$ cat src/rtl/rpxx_seek.sv
// RPxx head-positioning engine: steps the current cylinder toward the latched
// desired cylinder with per-step and settle timing, and reports PIP/DONE/IAE.
module rpxx_seek #(
  parameter int CYLMAX      = 814,
  parameter int STEP_CLKS   = 100,
  parameter int SETTLE_CLKS = 500
) (
  input  logic        clk,
  input  logic        rst,
  input  logic [15:0] rpDC,
  input  logic        rpSEEK,
  input  logic        rpRECAL,
  input  logic        rpPRESET,
  input  logic        rpCLR,
  output logic [15:0] rpCC,
  output logic        rpPIP,
  output logic        rpDONE,
  output logic        rpIAE
);

  localparam int CNT_MAX = (STEP_CLKS > SETTLE_CLKS) ? STEP_CLKS : SETTLE_CLKS;
  localparam int CW      = (CNT_MAX > 1) ? $clog2(CNT_MAX) : 1;
  localparam logic [CW-1:0] STEP_LOAD   = CW'(STEP_CLKS - 1);
  localparam logic [CW-1:0] SETTLE_LOAD = CW'(SETTLE_CLKS - 1);
  localparam logic [10:0]   CYL_LIM     = 11'(CYLMAX);

  typedef enum logic [2:0] {IDLE, CHECK, STEP, SETTLE, DONE} state_t;

  state_t        state_reg, state_next;
  logic [9:0]    target_reg, target_next;
  logic [9:0]    cyl_reg, cyl_next;
  logic [CW-1:0] cnt_reg, cnt_next;
  logic          iae_reg, iae_next;
  logic          done_reg, done_next;

  // Only the 10-bit cylinder field of the desired-cylinder register matters.
  logic unused_dc;
  assign unused_dc = ^rpDC[15:10];

  always_ff @(posedge clk or posedge rst) begin
    if (rst) begin
      state_reg  <= IDLE;
      target_reg <= '0;
      cyl_reg    <= '0;
      cnt_reg    <= '0;
      iae_reg    <= 1'b0;
      done_reg   <= 1'b0;
    end else begin
      state_reg  <= state_next;
      target_reg <= target_next;
      cyl_reg    <= cyl_next;
      cnt_reg    <= cnt_next;
      iae_reg    <= iae_next;
      done_reg   <= done_next;
    end
  end

  always_comb begin
    state_next  = state_reg;
    target_next = target_reg;
    cyl_next    = cyl_reg;
    cnt_next    = cnt_reg;
    iae_next    = iae_reg;
    // DONE is reported one clock after the DONE state, as a registered pulse.
    done_next   = (state_reg == DONE);

    // Clear comes first so an error detected in CHECK overrides it.
    if (rpCLR) iae_next = 1'b0;

    if (rpRECAL || rpPRESET) begin
      target_next = '0;
      cnt_next    = '0;
      state_next  = CHECK;
    end else begin
      case (state_reg)
        IDLE: begin
          if (rpSEEK) begin
            target_next = rpDC[9:0];
            state_next  = CHECK;
          end
        end
        CHECK: begin
          if ({1'b0, target_reg} > CYL_LIM) begin
            iae_next   = 1'b1;
            state_next = DONE;
          end else if (target_reg == cyl_reg) begin
            cnt_next   = SETTLE_LOAD;
            state_next = SETTLE;
          end else begin
            cnt_next   = STEP_LOAD;
            state_next = STEP;
          end
        end
        STEP: begin
          if (cnt_reg == '0) begin
            cyl_next = (target_reg > cyl_reg) ? cyl_reg + 10'd1 : cyl_reg - 10'd1;
            if (cyl_next == target_reg) begin
              cnt_next   = SETTLE_LOAD;
              state_next = SETTLE;
            end else begin
              cnt_next = STEP_LOAD;
            end
          end else begin
            cnt_next = cnt_reg - 1'b1;
          end
        end
        SETTLE: begin
          if (cnt_reg == '0) state_next = DONE;
          else               cnt_next   = cnt_reg - 1'b1;
        end
        DONE:    state_next = IDLE;
        default: state_next = IDLE;
      endcase
    end
  end

  assign rpCC   = {6'b0, cyl_reg};
  assign rpPIP  = (state_reg == CHECK) || (state_reg == STEP) || (state_reg == SETTLE);
  assign rpDONE = done_reg;
  assign rpIAE  = iae_reg;

endmodule

$ cat config.mk
export PLATFORM = sky130hd
export DESIGN_NAME = rpxx_seek
export DESIGN_NICKNAME = d
export VERILOG_FILES = /design/src/rtl/rpxx_seek.sv
export SDC_FILE = /design/constraint.sdc
export NUM_CORES = 1
export LEC_CHECK = 0
export CELL_PAD_IN_SITES_DETAIL_PLACEMENT = 1
export CELL_PAD_IN_SITES_GLOBAL_PLACEMENT = 1
export CORE_UTILIZATION = 41
export DETAILED_ROUTE_END_ITERATION = 12
export MAX_ROUTING_LAYER = met4
export PLACE_DENSITY = 0.81
export SLEW_MARGIN = 15
export SYNTH_ARGS = -nofsm -noshare
export SYNTH_HDL_FRONTEND = slang
export SYNTH_SLANG_ARGS = --single-unit
$ cat constraint.sdc
create_clock -name clk -period 4.51 [get_ports clk]
set_input_delay 0.902 -clock clk [delete_from_list [all_inputs] [get_ports clk]]
set_output_delay 0.902 -clock clk [all_outputs]
set_load 0.01 [all_outputs]
Word-level counts from Yosys, hierarchy flattened
Index checks and enable logic that the tools add are counted.
W data, S select, Z words.
Storage, ports and cells
  register bits after elaboration: 34
  input port bits: 22
  output and inout port bits: 19
Operators by class
  add/sub/neg operators: 3
  $lt $le $gt $ge: 2
  equality and inequality tests: 12
  multiplexer cells: 23
  bitwise gates (word level): 1
  reduce and logical (&&, ||, !) cells: 12
Operators with widths (number)
  $mux W9: 6
  $mux W10: 4
  $pmux W9 S3: 1
  $eq A10 B10 Y1: 2
  $mux W3: 6
  $ne A3 B3 Y1 const B: 6
  $pmux W3 S4: 1
  $add A10 B1 Y10 const B: 1
  $gt A10 B10 Y1: 1
  $gt A10 B10 Y1 const B: 1
  $sub A10 B1 Y10 const B: 1
  $logic_not A9 Y1: 1
  $sub A9 B1 Y9 const B: 1
  $eq A3 B2 Y1 const B: 2
  $reduce_and A3 Y1: 2
  $mux W1: 5
  $reduce_and A4 Y1: 1
  $reduce_bool A2 Y1: 2
  $reduce_bool A4 Y1: 1
  $eq A3 B1 Y1 const B: 1
  $eq A3 B3 Y1 const B: 1
  $logic_not A3 Y1: 1
  $logic_or A1 B1 Y1: 3
  $reduce_and A2 Y1: 1
  $not A1 Y1: 1

Logic depth before layout (Yosys ltp)
Gate-level depths: netlist of the first run.
  depth in word-level cells: 7
  mapped depth: 15
  mapped depth without buffers: 15

Worst setup path after synthesis of the first run
OpenSTA, ideal clock, no wires.
  path type: reg-to-reg
  start: register cyl_reg[9]
  end: register cnt_reg[4]
  setup time: 0.103 ns
  arrival: 3.389 ns
  slack: 1.017 ns
  cell stages (with the launch flop): 15
  path buffers: 0
  period minus slack after synthesis: 3.493 ns
  cell sequence: dfrtp_1 inv_1 ha_1 nand4_1 or3_1 o41a_1 inv_1 ha_1 a211oi_2 o211ai_2 o211ai_2 xnor3_1 nor4_4 nand4_2 o41ai_2
Between the ends
  cells in the longest elaborated chain, start to end: 7
RTL lines
  start: declaration: line 31  | logic [9:0] cyl_reg, cyl_next;
  start signal: assignment: line 51  | cyl_reg <= cyl_next;
  $sub A10 B1 Y10 (tied with other cells): line 96  | cyl_next = (target_reg > cyl_reg) ? cyl_reg + 10'd1 : cyl_reg - 10'd1;
  $mux W10: line 96
  $eq A10 B10 Y1: line 97  | if (cyl_next == target_reg) begin
  $mux W9: line 97
  $mux W9: line 95  | if (cnt_reg == '0) begin
  $pmux W9 S3 *: line 75  | case (state_reg)
  $mux W9 *: line 70  | if (rpRECAL || rpPRESET) begin
  end signal: assignment: line 52  | cnt_reg <= cnt_next;
  end: declaration: line 32  | logic [CW-1:0] cnt_reg, cnt_next;
Mark *: on every way between the ends. The rest lies on a longest branch, timed or not. The select of a mux whose other input is x is not followed.
A chain may end at the register's enable or synchronous reset.

Final worst setup path of the first run
Ends and elaborated chain as after synthesis.

==> reports/metrics.yaml, run 1 <==
run_status:
  status: "finished clean"
floorplanning:
  rows: 28
  fp.dieH_um: 81.6
  io_pins: 41
  start_util_pct: 43.1
  core_area_sq_um: 6030
  dieArea_sq_um: 6660
  die_x_um: 81.6
grt:
  grt_usage_pct: 22.3
  grt_pass1_wl_mm: 10.9
  antenna_found_initial: 0
  grt_max_degree: 26
  overflow: 0
  grt_pass1_vias: 2255
layout:
  final_cell_count_no_fill: 390
  post-route-util_pct: 49.7
  fillers: 712
  fin_nets: 358
  area_growth_pct: 15.2
  drive_gt1_share_pct: 7.94
  antenna-diode-count: 0
placed_design:
  hpwl_mm: 4.71
  place.gp.congestion: 0.852
  placed_cells: 383
  io_buffers: 28
synthesis:
  synthMuxAreaShare_pct: 1.30
  synthArstFlopShare_pct: 100
  synthesis.area_sq_um: 2600
  synthAdderAreaFrac_pct: 10.4
  yosysTopAreaCell: "dfrtp_1"
  synthCells: 289
  synthSimpleGateAreaFrac_pct: 20.6
  synth-seq-cells: 34
  ys_warn_count: 0
  synth_most_common_cell: "nand2_1"
  synth_commonest_cells: "39 x nand2_1, 34 x dfrtp_1, 28 x a21oi_1"
  synth.distinct_cells: 62
  synth_edf_count: 0
  synth_top_family_by_area: "simple AND/OR/NAND/NOR gates"
  synthTopCellsByArea: "dfrtp_1 33%, ha_1 9.6%, nand2_1 5.6%"
  seq_area_frac_synth_pct: 32.7
  synth-xor-area-share_pct: 10.2
  synth_compound_area_share_pct: 18.9
  synth-main-ff-cell: "dfrtp_1"
  syn_avg_cell_area_sq_um: 8.99
  yosys.area.top_type_share_pct: 32.7
timing:
  fin_crit_sh_pct: 90.7
  hold_viol_final: 0
  clock_skew_ps: 7.31
  worst_slew_pin_slew_ps: 932
  tns_ps: 0
  relSlewSlack_pct: 37.7
  clock.fmax_ghz: 0.244
  finalSetupViolCount: 0
  rsz0062_at_grt: "false"
  period_needed_ps: 4090
  drv_slew: 0
cts:
  cts_inserted_buffers: 5
  tritoncts: "done"
  cts.hold.buffers_added: 0
  clkTransAtPathRegs_ps: 70
  post_cts_buffers: 0
  insertion_delay_ps: 290
  htree_num_levels: 2
  post_cts_resized: 0
  root_buffer: "clkbuf_8"
  cts_buffer_depth: 2
  cts_sinks: 34
setup_path:
  path_class: "flip-flop to flip-flop"
  timing.rr.end: "cnt_reg[4]"
  reg2regPathDepth: 14
  r2r_setup_slack_ps: 420
  required_ps: 4700
  r2r_start: "cyl_reg[9]"
  crit_path_end_kind: "flip-flop"
  arrival_ps: 4280
  start_kind: "flip-flop"
  startpoint: "cyl_reg[9]"
  worstPathMaxFanout: 9
  crit_end: "cnt_reg[4]"
power:
  p_total_w: 0.00162
  p_per_area_nw_per_um2: 540
  ir_worst_vdd_mv: 0.305
  p_leak_nw: 1.30
route:
  drc: 0
  totalWireLength_mm: 6.31
  firstDrtPassIters: 4
  routed_via_density: 5.61
  wire_per_inst_um: 16.2
  routed-via-count: 2188
  drtAntennaViolNets: 0
  drtIter0Drc: 82
hold_path:
  hold_path.class: "flip-flop to flip-flop"
job:
  timing.max_cap.violations: 0
cell families after synthesis:
kind of cell / Yosys count
adders and majority gates: 21
DFF: 34
AOI/OAI and AO/OA: 70
muxes: 3
other: 1
xor gates and xnor gates: 22
and+or+nand+nor: 105
buffers and inverters: 33
cell type report:
class / count / area [sq um] / share of cell area, %
flip-flops and latches: 34 / 851 / 28.4
well taps: 75 / 93.8 / 3.14
inverters: 18 / 67.6 / 2.26
multi-input cells: 227 / 1620 / 54.0
repair buffers: 29 / 288 / 9.62
clock buffers: 7 / 76.3 / 2.55
worst min path at each step:
| stage | cells after the start | endpoint | start | slack [ps] |
|---|---|---|---|---|
| 4_1_cts | 1 | cnt_reg[0] | cnt_reg[0] | 520 |
| 6_report | 1 | cnt_reg[0] | cnt_reg[0] | 520 |
| 3_3_place_gp | 1 | cnt_reg[0] | cnt_reg[0] | 500 |
| 3_5_place_dp | 1 | cnt_reg[0] | cnt_reg[0] | 510 |
| 2_1_floorplan | 1 | cnt_reg[0] | cnt_reg[0] | 470 |
| 5_1_grt | 1 | cnt_reg[0] | cnt_reg[0] | 550 |
metal layers:
metal | part of all wire [%] | routed length, um | global-route usage (%) | vias to the layer above
met5 | 0 | 0 | - | -
met4 | 1.2 | 78 | 7.72 | 0
met3 | 3.0 | 190 | 4.22 | 6
met2 | 47 | 2960 | 33.8 | 38
met1 | 49 | 3080 | 29.6 | 1082
li1 | - | - | - | 1062
cell usage in the layout, fill, tap and decap left out, types with 3 or more instances in the layout:
cell type / synthesis / routed
ha_1: 20 / 20
clkdlybuf4s50_1: 0 / 28
xnor2_1: 5 / 5
inv_1: 18 / 18
xor2_1: 12 / 12
conb_1: 1 / 6
nor2_1: 27 / 27
dfrtp_1: 34 / 34
a211oi_1: 3 / 3
a21oi_1: 28 / 28
nor3_1: 4 / 4
or3_1: 3 / 3
xnor3_1: 4 / 4
o21ai_0: 12 / 12
nand2_1: 39 / 39
nand3_1: 5 / 5
nand2b_1: 5 / 5
o22ai_1: 3 / 3
clkbuf_8: 0 / 5
through the flow:
step	hold slack [ps]	worst slack (ps)	area [sq um]
3_5_place_dp	509	486	2920
3_3_place_gp	499	538	2920
4_1_cts	520	406	2990
5_1_grt	554	101	2990
6_report	516	419	2990
2_1_floorplan	471	1020	2620
critical path, stage by stage (launching register included):
cell and delay [ps]:
dfrtp_1 380, inv_1 80, ha_1 310, nand4_1 160, or3_1 490, o41a_1 240, inv_1 300, ha_1 320
a211oi_2 330, o211ai_2 140, o211ai_2 120, xnor3_1 300, nor4_4 310, nand4_2 250, o41ai_2 260
power by group:
part           switching, W  total, W  internal, W  leakage, nW
clock network      0.000110  0.000217     0.000106       0.0383
logic              0.000517   0.00101     0.000494        0.803
registers         0.0000493  0.000390     0.000341        0.458
total              0.000676   0.00162     0.000941         1.30
Note: power is estimated with default switching activity, not from simulation.
==> run 2, diff against run 1 <==
CORE_UTILIZATION = 42   (was 41)
CTS_BUF_LIST = sky130_fd_sc_hd__clkbuf_4 sky130_fd_sc_hd__clkbuf_8   (was unset)
MAX_ROUTING_LAYER = unset   (was met4)
PLACE_DENSITY = 0.83   (was 0.81)
==> reports/metrics.yaml, run 2 (same netlist as run 1, synthesis figures left out) <==
route:
  wire_per_inst_um: 16.0
  routed_via_density: 5.39
  drtIter0Drc: 119
  totalWireLength_mm: 6.26
  drc: 0
  routed-via-count: 2104
  drtAntennaViolNets: 0
  firstDrtPassIters: 4
timing:
  fin_crit_sh_pct: 90.3
  hold_ws_ps: 519
  relSlewSlack_pct: 34.3
  period_needed_ps: 4070
  clock_skew_ps: 14.2
  clock.fmax_ghz: 0.246
  drv_slew: 0
  rsz0062_at_grt: "false"
  tns_ps: 0
  worst_slew_pin_slew_ps: 983
  finalSetupViolCount: 0
  hold_viol_final: 0
grt:
  grt_pass1_vias: 2090
  overflow: 0
  antenna_found_initial: 0
  grt_max_degree: 26
  grt_usage_pct: 21.6
  grt_pass1_wl_mm: 10.5
cts:
  post_cts_buffers: 0
  cts_buffer_depth: 2
  root_buffer: "clkbuf_8"
  clkTransAtPathRegs_ps: 80
  insertion_delay_ps: 310
  post_cts_resized: 0
  cts.hold.buffers_added: 0
  tritoncts: "done"
  htree_num_levels: 2
  cts_inserted_buffers: 5
  cts_sinks: 34
setup_path:
  crit_path_end_kind: "flip-flop"
  worstPathMaxFanout: 9
  required_ps: 4720
  path_class: "flip-flop to flip-flop"
  start_kind: "flip-flop"
  arrival_ps: 4280
layout:
  fillers: 720
  most-common-layout-cells: "39 x nand2_1, 34 x dfrtp_1, 28 x a21oi_1, 28 x clkdlybuf4s50_1, 27 x nor2_1"
  area_growth_pct: 15.3
  drive_gt1_share_pct: 8.57
  mostFrequentLayoutCell: "nand2_1"
  antenna-diode-count: 0
  fin_nets: 358
floorplanning:
  dieArea_sq_um: 6510
  io_pins: 41
  die_x_um: 80.7
  fp.dieH_um: 80.7
  core_area_sq_um: 5960
  start_util_pct: 43.6
  rows: 28
placed_design:
  hpwl_mm: 4.74
  place.gp.congestion: 0.755
  io_buffers: 28
run_status:
  status: "finished clean"
power:
  p_per_area_nw_per_um2: 545
  p_leak_nw: 1.30
  ir_worst_vdd_mv: 0.323
hold_path:
  hold_path.class: "flip-flop to flip-flop"
job:
  timing.max_cap.violations: 0
run 2: changes by cell type in the layout (fill, tap and decap cells not counted), sizes merged:
| cell | previous run | this run |
|---|---|---|
| clkbuf | 7 | 5 |
| clkinv | 0 | 2 |
run 2: area by class of cell:
type / count / area [sq um] / area share (%)
Clock buffer: 5 / 68.8 / 2.30
Multi-Input combinational cell: 227 / 1620 / 54.0
Clock inverter: 2 / 10.0 / 0.334
Sequential cell: 34 / 851 / 28.4
Timing Repair Buffer: 29 / 288 / 9.61
Tap cell: 75 / 93.8 / 3.13
Inverter: 18 / 67.6 / 2.26
run 2: metrics by stage:
| step | total power (W) | utilization (%) | setup slack (ps) | instance area (sq um) | instances |
|---|---|---|---|---|---|
| 2_1_floorplan | 0.00118 | - | 1020 | 2620 | 294 |
| 3_3_place_gp | 0.00137 | 49.0 | 552 | 2920 | 383 |
| 3_5_place_dp | 0.00141 | 49.0 | 451 | 2920 | 383 |
| 4_1_cts | 0.00165 | 50.3 | 385 | 3000 | 390 |
| 5_1_grt | 0.00176 | 50.3 | 177 | 3000 | 390 |
| 6_report | 0.00163 | 50.3 | 438 | 3000 | 390 |
run 2: critical path: stages, from the launching register on:
cell	delay [ps]
dfrtp_1	390
inv_1	90
ha_1	290
nand4_1	150
or3_1	500
o41a_1	250
inv_1	310
ha_1	360
o211ai_1	310
o211ai_2	120
o211ai_2	130
xnor3_1	310
nor4_4	300
nand4_2	220
o41ai_2	250
run 2: worst paths after layout:
path / from / to / slack [ps] / cells after the start
min: cnt_reg[0] / cnt_reg[0] / 520 / 1
min in group asynchronous: rst / cnt_reg[8] / 1090 / 2
max in group asynchronous: rst / cyl_reg[8] / 2700 / 3
min reg2reg: cnt_reg[0] / cnt_reg[0] / 520 / 1
max reg2reg: cyl_reg[9] / cnt_reg[4] / 440 / 14
max: cyl_reg[9] / cnt_reg[4] / 440 / 14
run 2: metal layers:
layer	vias to the layer above	GRT usage, %	wire, um
li1	1052	-	-
met1	999	30.2	3010
met2	44	33.1	2860
met3	9	3.07	262
met4	0	9.29	126
met5	-	0	0
run 2: report_power, final:
part / internal, W / total (W) / switching [W]
logic: 0.000494 / 0.00102 / 0.000522
clock network: 0.000104 / 0.000227 / 0.000123
registers: 0.000341 / 0.000390 / 0.0000495
total: 0.000938 / 0.00163 / 0.000694
